### src/rtl/desloca_esq_seq8_pkg.sv
// Shared definitions for the sequential 8-bit left shifter.
// Holds the data and shift-amount widths and the FSM state encoding.
package desloca_esq_seq8_pkg;

    localparam int LARGURA  = 8;
    localparam int LARG_QTD = 3;

    typedef enum logic [1:0] {
        OCIOSO     = 2'b00,
        DESLOCANDO = 2'b01,
        PRONTO     = 2'b10
    } estado_t;

endpackage

### src/rtl/desloca_esq_seq8_if.sv
// Request/result bundle of the sequential left shifter.
//   start     : request pulse, only honoured while the shifter is idle
//   dado      : operand, captured when start is accepted
//   qtd       : shift amount 0..7, captured together with dado
//   resultado : shift register contents, final while done=1
//   vai       : last bit shifted out of bit 7
//   busy      : high whenever the shifter is not idle
//   done      : one-cycle completion strobe
// master = requester, slave = shifter.
interface desloca_esq_seq8_if;
    import desloca_esq_seq8_pkg::*;

    logic                start;
    logic [LARGURA-1:0]  dado;
    logic [LARG_QTD-1:0] qtd;
    logic [LARGURA-1:0]  resultado;
    logic                vai;
    logic                busy;
    logic                done;

    modport master (
        output start, dado, qtd,
        input  resultado, vai, busy, done
    );

    modport slave (
        input  start, dado, qtd,
        output resultado, vai, busy, done
    );

endinterface

### src/rtl/desloca_esq8.sv
// Combinational one-position left shift with zero fill.
//   entrada_i  : value to shift
//   desl_o     : entrada_i shifted left by one, bit 0 = 0
//   bit_fora_o : bit that falls out of the top (entrada_i[7])
module desloca_esq8
    import desloca_esq_seq8_pkg::*;
(
    input  logic [LARGURA-1:0] entrada_i,
    output logic [LARGURA-1:0] desl_o,
    output logic               bit_fora_o
);

    assign desl_o     = {entrada_i[LARGURA-2:0], 1'b0};
    assign bit_fora_o = entrada_i[LARGURA-1];

endmodule

### src/rtl/desloca_esq_seq8.sv
// Sequential left shifter: shifts an 8-bit operand left by qtd positions,
// one position per clock, then strobes done for a single cycle.
//   clk   : clock, rising edge
//   rst_n : asynchronous active-low reset
//   bus   : slave side of desloca_esq_seq8_if (start/dado/qtd in,
//           resultado/vai/busy/done out)
//
// state      | meaning
// OCIOSO     | idle, waiting for start; resultado/vai hold last result
// DESLOCANDO | one left shift per edge until cnt reaches its last step
// PRONTO     | result final, done=1 for exactly one cycle
module desloca_esq_seq8 #(
    parameter int LARGURA  = 8,
    parameter int LARG_QTD = 3
) (
    input  logic                 clk,
    input  logic                 rst_n,
    desloca_esq_seq8_if.slave    bus
);
    import desloca_esq_seq8_pkg::*;

    estado_t             estado_q;
    logic [LARGURA-1:0]  resultado_q;
    logic [LARG_QTD-1:0] cnt_q;
    logic                vai_q;
    logic                busy_q;
    logic                done_q;

    logic [LARGURA-1:0]  desl_d;
    logic                bit_fora_d;

    desloca_esq8 u_desloca (
        .entrada_i  (resultado_q),
        .desl_o     (desl_d),
        .bit_fora_o (bit_fora_d)
    );

    // busy/done are registered alongside the state so they track it exactly.
    always_ff @(posedge clk or negedge rst_n) begin
        if (!rst_n) begin
            estado_q    <= OCIOSO;
            resultado_q <= '0;
            cnt_q       <= '0;
            vai_q       <= 1'b0;
            busy_q      <= 1'b0;
            done_q      <= 1'b0;
        end else begin
            case (estado_q)
                OCIOSO: begin
                    done_q <= 1'b0;
                    busy_q <= 1'b0;
                    if (bus.start) begin
                        resultado_q <= bus.dado;
                        cnt_q       <= bus.qtd;
                        vai_q       <= 1'b0;
                        busy_q      <= 1'b1;
                        if (bus.qtd != '0) begin
                            estado_q <= DESLOCANDO;
                        end else begin
                            estado_q <= PRONTO;
                            done_q   <= 1'b1;
                        end
                    end
                end
                DESLOCANDO: begin
                    resultado_q <= desl_d;
                    vai_q       <= bit_fora_d;
                    // Guard keeps cnt from wrapping below zero.
                    if (cnt_q != '0) begin
                        cnt_q <= cnt_q - LARG_QTD'(1);
                    end
                    if (cnt_q <= LARG_QTD'(1)) begin
                        estado_q <= PRONTO;
                        done_q   <= 1'b1;
                    end
                end
                PRONTO: begin
                    estado_q <= OCIOSO;
                    busy_q   <= 1'b0;
                    done_q   <= 1'b0;
                end
                default: begin
                    estado_q <= OCIOSO;
                    busy_q   <= 1'b0;
                    done_q   <= 1'b0;
                end
            endcase
        end
    end

    assign bus.resultado = resultado_q;
    assign bus.vai       = vai_q;
    assign bus.busy      = busy_q;
    assign bus.done      = done_q;

endmodule

### src/flat_wrapper.sv
// flat-port wrapper written by rule: the top's interface ports become plain ports
module desloca_esq_seq8_flat import desloca_esq_seq8_pkg::*;
#(
    parameter int LARGURA  = 8,
    parameter int LARG_QTD = 3
)
  (clk, rst_n, bus_start, bus_dado, bus_qtd, bus_resultado, bus_vai, bus_busy, bus_done);
  desloca_esq_seq8_if bus_i ();
  input  logic clk;
  input  logic rst_n;
  input wire logic [$bits(bus_i.start)-1:0] bus_start;
  input wire logic [$bits(bus_i.dado)-1:0] bus_dado;
  input wire logic [$bits(bus_i.qtd)-1:0] bus_qtd;
  output wire logic [$bits(bus_i.resultado)-1:0] bus_resultado;
  output wire logic [$bits(bus_i.vai)-1:0] bus_vai;
  output wire logic [$bits(bus_i.busy)-1:0] bus_busy;
  output wire logic [$bits(bus_i.done)-1:0] bus_done;
  assign bus_i.start = bus_start;
  assign bus_i.dado = bus_dado;
  assign bus_i.qtd = bus_qtd;
  assign bus_resultado = bus_i.resultado;
  assign bus_vai = bus_i.vai;
  assign bus_busy = bus_i.busy;
  assign bus_done = bus_i.done;
  desloca_esq_seq8 #(.LARGURA(LARGURA), .LARG_QTD(LARG_QTD)) u_core (.clk(clk), .rst_n(rst_n), .bus(bus_i));
endmodule
### config.mk
export PLATFORM = sky130hd
export DESIGN_NAME = desloca_esq_seq8_flat
export DESIGN_NICKNAME = d
export VERILOG_FILES = /design/src/rtl/desloca_esq_seq8_pkg.sv /design/src/rtl/desloca_esq_seq8_if.sv /design/src/rtl/desloca_esq8.sv /design/src/rtl/desloca_esq_seq8.sv /design/src/flat_wrapper.sv
export SDC_FILE = /design/constraint.sdc
export NUM_CORES = 1
export LEC_CHECK = 0
export ABC_CLOCK_PERIOD_IN_PS = 1800
export CAP_MARGIN = 20
export CORE_MARGIN = 2
export CORE_UTILIZATION = 47
export CTS_CLUSTER_DIAMETER = 120
export DETAILED_ROUTE_END_ITERATION = 8
export GPL_ROUTABILITY_DRIVEN = 0
export PLACE_DENSITY = 0.78
export SLEW_MARGIN = 0
export SYNTH_ARGS = -nofsm -noshare
export SYNTH_HDL_FRONTEND = slang
export SYNTH_SLANG_ARGS = --single-unit
### constraint.sdc
create_clock -name clk -period 1.8 [get_ports clk]
set_input_delay 0.36 -clock clk [delete_from_list [all_inputs] [get_ports clk]]
set_output_delay 0.36 -clock clk [all_outputs]
set_load 0.03 [all_outputs]
==> results.json, run 1 <==
{
  "layout_common_cells": "clkdlybuf4s50_1, dfrtp_1, o21ai_1, a21oi_1, nor2b_1",
  "path_buf_inv": 1,
  "cp_top_family": "buffers and inverters",
  "clk_pin_slew_ps": 90,
  "path_class": "reg2out",
  "reg2reg_depth": 3,
  "grt_start_max_net_pins": 19,
  "cts_setup_buffers": 0,
  "htreeDepth": 1,
  "yosysWarnings": 0,
  "cts_buffers": 3,
  "cp_max_fo": 4,
  "synth.net_count": 111,
  "postRouteAntennaNets": 0,
  "setup_tns_ps": 0,
  "yosysSeqAreaShare": 0.420,
  "r2r_start": "u_core.estado_q[1]",
  "antenna_found_initial": 0,
  "worstPathCellList": "clkdlybuf4s50_1",
  "setup_slack_ps": 46.9,
  "io_pins": 25,
  "diodes": 0,
  "drc_errors": 0,
  "cts_buffer_depth": 2,
  "clock_latency_ps": 300,
  "min_path_type": "in2async",
  "die_w_um": 49.0,
  "layout_commonest_cell": "clkdlybuf4s50_1",
  "ctsResizeCount": 0,
  "vias": 784,
  "power_density_nw_per_um2": 1800,
  "core_um2": 1940,
  "slew_violations": 0,
  "syn_area_um2": 953,
  "die_h_um": 49.0,
  "status": "complete, no violations",
  "drive_gt1_frac": 0.160,
  "port_buffers": 24,
  "fillers": 165,
  "start_util": 0.491,
  "drt_iter0_markers": 5,
  "syn_inst": 94,
  "wl_um": 2060,
  "dpl_cell_area_um2": 1210,
  "synth_seq_cells": 16,
  "required_ps": 1440,
  "wl_per_cell_um": 14.1,
  "final_area_um2": 1250,
  "layout_min_cycle_time_ps": 1750,
  "fin_skew_ps": 5.11,
  "end_kind": "primary output",
  "r2r_end": "u_core.bus.resultado[6]",
  "die_area_um2": 2400,
  "dpl_worst_slack_ps": 24.4,
  "startpoint_type": "flop",
  "gr-total-overflow": 0,
  "critPathSlowestCell": "clkdlybuf4s50_1",
  "syn_avg_cell_area_um2": 10.1,
  "grtUsageTotal": 0.203,
  "drt-pass1-iter-count": 4,
  "clockRootBuffer": "clkbuf_4",
  "cap_violations": 0,
  "ir_drop_mv": 1.02,
  "max_stage_delay_ps": 690,
  "setup_violations": 0,
  "rows": 16,
  "grt_pass1_wl_um": 3730,
  "synth_cell_types": 28,
  "grt_pass1_vias": 813,
  "area_growth_pct": 31.1,
  "viasPerCell": 5.37,
  "fmax_ghz": 0.570,
  "fin_crit_sh": 0.974,
  "fin_nets": 138,
  "numClockSinks": 16,
  "cellLeakagePower_nw": 0.594,
  "hold_viol_final": 0,
  "grt_setup_unrepaired": "false",
  "r2r_slack_ps": 320,
  "cp.arrival_ps": 1390,
  "cts_tree": "built",
  "hpwl_um": 1490,
  "hold_buffers": 0,
  "slew_headroom": 0.537,
  "worst_pin_slew_ps": 693
}
-- state kept, by name (all words and copies together), names as in the netlist --
register,count
u_core.bus.resultado,8
u_core.cnt_q,3
u_core.estado_q,2
u_core.bus.busy,1
u_core.bus.done,1
u_core.bus.vai,1
-- synthesized netlist by cell type, drive strengths merged --
| master | n | area [um2] |
|---|---|---|
| a21o | 1 | 7.51 |
| nand2 | 3 | 11.3 |
| nor2b | 10 | 62.6 |
| buf | 7 | 52.5 |
| nor3 | 1 | 10.0 |
| nand2b | 2 | 12.5 |
| or2 | 1 | 6.26 |
| dfrtp | 16 | 400 |
| ha | 3 | 37.5 |
| nor3b | 2 | 20.0 |
| o22ai | 1 | 6.26 |
| and4bb | 1 | 12.5 |
| or2b | 1 | 7.51 |
| o21bai | 1 | 7.51 |
| nor2 | 5 | 18.8 |
| mux2i | 3 | 30.0 |
| a21oi | 10 | 50.1 |
| o21ai | 11 | 58.8 |
| o21ba | 1 | 10.0 |
| a221oi | 2 | 30.0 |
| inv | 4 | 15.0 |
| a22oi | 7 | 77.6 |
| o2bb2ai | 1 | 8.76 |
-- kinds of logic after synthesis --
kind of cell,count (synthesis),share of synthesized area
AOI/OAI and AO/OA,35,0.269
and+or+nand+nor,26,0.169
DFF,16,0.420
buffers and inverters,11,0.0709
muxes,3,0.0315
adders and majority gates,3,0.0394
-- layer usage --
metal / global-route usage / wire length (um) / vias up
met5: 0 / 0 / -
met4: 0.0857 / 42 / 0
met3: 0.0491 / 82 / 4
met2: 0.342 / 989 / 15
li1: - / - / 385
met1: 0.247 / 945 / 380
-- power breakdown --
group	switching, mW	leakage, nW	internal [mW]
registers	0.233	0.200	0.532
clock network	0.114	0.0138	0.0781
logic	0.687	0.380	0.608
-- final cells by class --
type | instances | area, um2 | share of cell area
multi-input cells | 67 | 485 | 0.388
flip-flops and latches | 16 | 400 | 0.320
repair buffers | 29 | 293 | 0.234
well taps | 27 | 33.8 | 0.0270
clock buffers | 3 | 22.5 | 0.0180
inverters | 4 | 15.0 | 0.0120
-- worst max-delay path by stage --
stage,startpoint,endpoint,slack (ps),cells after the start
2_1_floorplan,u_core.cnt_q[0],u_core.cnt_q[0],470,5
3_3_place_gp,bus_start,u_core.bus.resultado[7],60,4
3_5_place_dp,bus_start,u_core.bus.resultado[6],20,4
4_1_cts,u_core.bus.resultado[1],bus_resultado[1],10,1
5_1_grt,u_core.bus.resultado[4],bus_resultado[4],5,1
6_report,u_core.bus.resultado[3],bus_resultado[3],50,1
-- per-stage QoR --
step | hold WS [ps] | utilization | power (mW) | instances
2_1_floorplan | 64.4 | - | 1.69 | 94
3_3_place_gp | 510 | 0.624 | 2.04 | 143
3_5_place_dp | 519 | 0.624 | 2.08 | 143
4_1_cts | 383 | 0.636 | 2.27 | 146
5_1_grt | 407 | 0.644 | 2.42 | 146
6_report | 375 | 0.644 | 2.25 | 146
No activity file was read; power rests on OpenSTA's default activity.
==> run 2: changes to the inputs <==
- CORE_ASPECT_RATIO: default -> 0.9
- REMOVE_ABC_BUFFERS: default -> 1
- SKIP_LAST_GASP: default -> 1
==> run 2 against run 1 <==
Clock skew down 4.3 ps. Wire length about the same. Largest cell class unchanged. Global-route usage down 0.45 points. Fmax up 0.27%. Clock-buffer cell count up 1. Largest power group unchanged. Hold slack better by 7.8 ps.
==> results.json, run 2 (synthesized netlist as in run 1, its figures left out) <==
{
  "wl_per_cell_um": 14.1,
  "hold_viol_final": 0,
  "p_clk_frac": 0.104,
  "combPwrFrac": 0.568,
  "required_ps": 1440,
  "slew_headroom": 0.699,
  "cts_buffers": 3,
  "final_area_um2": 1270,
  "rows": 15,
  "switching_share": 0.449,
  "dpl_worst_slack_ps": 173,
  "die_w_um": 51.5,
  "top_layer": "met3",
  "status": "complete, no violations",
  "grt_pass1_wl_um": 3600,
  "layout_min_cycle_time_ps": 1750,
  "fillers": 162,
  "pwr-share-seq": 0.327,
  "cts_buffer_depth": 2,
  "vias": 798,
  "start_util": 0.498,
  "min_path_type": "in2async",
  "grt_pass1_vias": 818,
  "wl_um": 2060,
  "numClockSinks": 16,
  "setup_slack_ps": 51.5,
  "setup_violations": 0,
  "die_area_um2": 2410,
  "slew_violations": 0,
  "startpoint_type": "flop",
  "dpl_cell_area_um2": 1220,
  "met3_length_um": 92,
  "drt-pass1-iter-count": 4,
  "worstPathCellList": "clkdlybuf4s50_1",
  "io_pins": 25,
  "largest_reg_flops": 8,
  "hold_ws_ps": 383,
  "setup_tns_ps": 0,
  "drc_errors": 0,
  "ir_drop_mv": 1.16,
  "critPathSlowestCell": "clkdlybuf4s50_1",
  "cap_violations": 0,
  "drive_gt1_frac": 0.174,
  "path_buf_inv": 1,
  "fmax_ghz": 0.572,
  "die_h_um": 46.7,
  "core_um2": 1910,
  "grt_setup_unrepaired": "false",
  "clock_latency_ps": 290,
  "hpwl_um": 1580,
  "total_power_mw": 2.31,
  "fin_skew_ps": 0.853,
  "layout_common_cells": "clkdlybuf4s50_1, dfrtp_1, o21ai_1, a21oi_1, nor2b_1",
  "grtUsageTotal": 0.199,
  "layout_commonest_cell": "clkdlybuf4s50_1",
  "drt_iter0_markers": 15,
  "fin_crit_sh": 0.971,
  "worst_pin_slew_ps": 451,
  "fin_nets": 139,
  "postRouteAntennaNets": 0,
  "p_sw_mw": 1.04,
  "power_density_nw_per_um2": 1820,
  "wl_met2_um": 1040,
  "area_growth_pct": 32.8,
  "port_buffers": 24,
  "path_class": "reg2out",
  "viasPerCell": 5.47,
  "cp_top_family": "buffers and inverters",
  "gr-total-overflow": 0,
  "cp.arrival_ps": 1390,
  "cp_max_fo": 4,
  "grt_start_max_net_pins": 17,
  "wl_met1_um": 924,
  "cts_setup_buffers": 0,
  "diodes": 0,
  "end_kind": "primary output",
  "p_int_mw": 1.27,
  "max_stage_delay_ps": 690,
  "htreeDepth": 1,
  "cts_tree": "built",
  "cellLeakagePower_nw": 0.591,
  "clk_pin_slew_ps": 90,
  "clockRootBuffer": "clkbuf_4",
  "antenna_found_initial": 0
}
## run 2: cell types whose count changed in the layout (fill, tap and decap cells not counted), sizes merged
| cell | change |
|---|---|
| buf | +1 |
| clkbuf | +1 |
| clkdlybuf4s50 | +1 |
| dlymetal6s2s | -1 |
## run 2: path summary, 6_finish.rpt
check                      slack [ps]               startpoint                      end  cells after the start
max in group asynchronous        1230                    rst_n  u_core.bus.resultado[0]                      2
min reg2reg                       530           u_core.bus.vai           u_core.bus.vai                      2
max                                50  u_core.bus.resultado[5]         bus_resultado[5]                      1
min                               380                    rst_n          u_core.bus.done                      2
max reg2reg                       350          u_core.cnt_q[0]          u_core.cnt_q[0]                      5
min in group clk                  530           u_core.bus.vai           u_core.bus.vai                      2
## run 2: metrics by stage
stage / instances / util
after detailed placement: 142 / 0.636
after global placement: 142 / 0.636
after global routing: 146 / 0.661
final: 146 / 0.661
after floorplan: 87 / -
after CTS: 146 / 0.655
## run 2: power groups by stage
| stage | clock network [mW] | logic [mW] | registers, mW |
|---|---|---|---|
| finish | 0.241 | 1.31 | 0.756 |
| floorplan | 0 | 0.625 | 0.959 |
| global route | 0.258 | 1.44 | 0.792 |
| global placement | 0 | 1.29 | 0.759 |
| detailed placement | 0 | 1.33 | 0.765 |
| CTS | 0.248 | 1.33 | 0.757 |
## run 2: final cells by class
| type | count | area, um2 | share of cell area |
|---|---|---|---|
| inverter | 4 | 15.0 | 0.0119 |
| tap | 25 | 31.3 | 0.0247 |
| timing repair buffer | 30 | 298 | 0.235 |
| multi-input combinational | 67 | 485 | 0.383 |
| sequential | 16 | 400 | 0.316 |
| clock buffer | 4 | 36.3 | 0.0287 |
## run 2: metal layers
metal	GRT usage	vias to the layer above
met3	0.0510	0
met5	0	-
met1	0.255	393
met4	0.0316	0
li1	-	386
met2	0.351	19
## run 2: repair_timing
| item | in CTS | in global routing |
|---|---|---|
| gates resized for setup | 0 | 5 |
| endpoints found under the setup margin | 0 | 5 |
| hold buffers | 0 | 0 |
==> run 3: changes to the inputs <==
- ABC_CLOCK_PERIOD_IN_PS: 1800 -> 1790
- GPL_ROUTABILITY_DRIVEN: 0 -> default
- clock period: 1.8 -> 1.79 ns (I/O delays scaled with it)
==> results of run 3 <==
The final DEF is identical to that of run 2. Status: complete, no violations.
Main changes from that run: setup slack after placement 173 ps -> 165 ps; setup slack after layout 51.5 ps -> 43.5 ps; hold slack 383 ps -> 381 ps; register-to-register setup slack 350 ps -> 340 ps; total power 2.31 mW -> 2.32 mW; worst IR drop on VDD 1.16 mV -> 1.17 mV
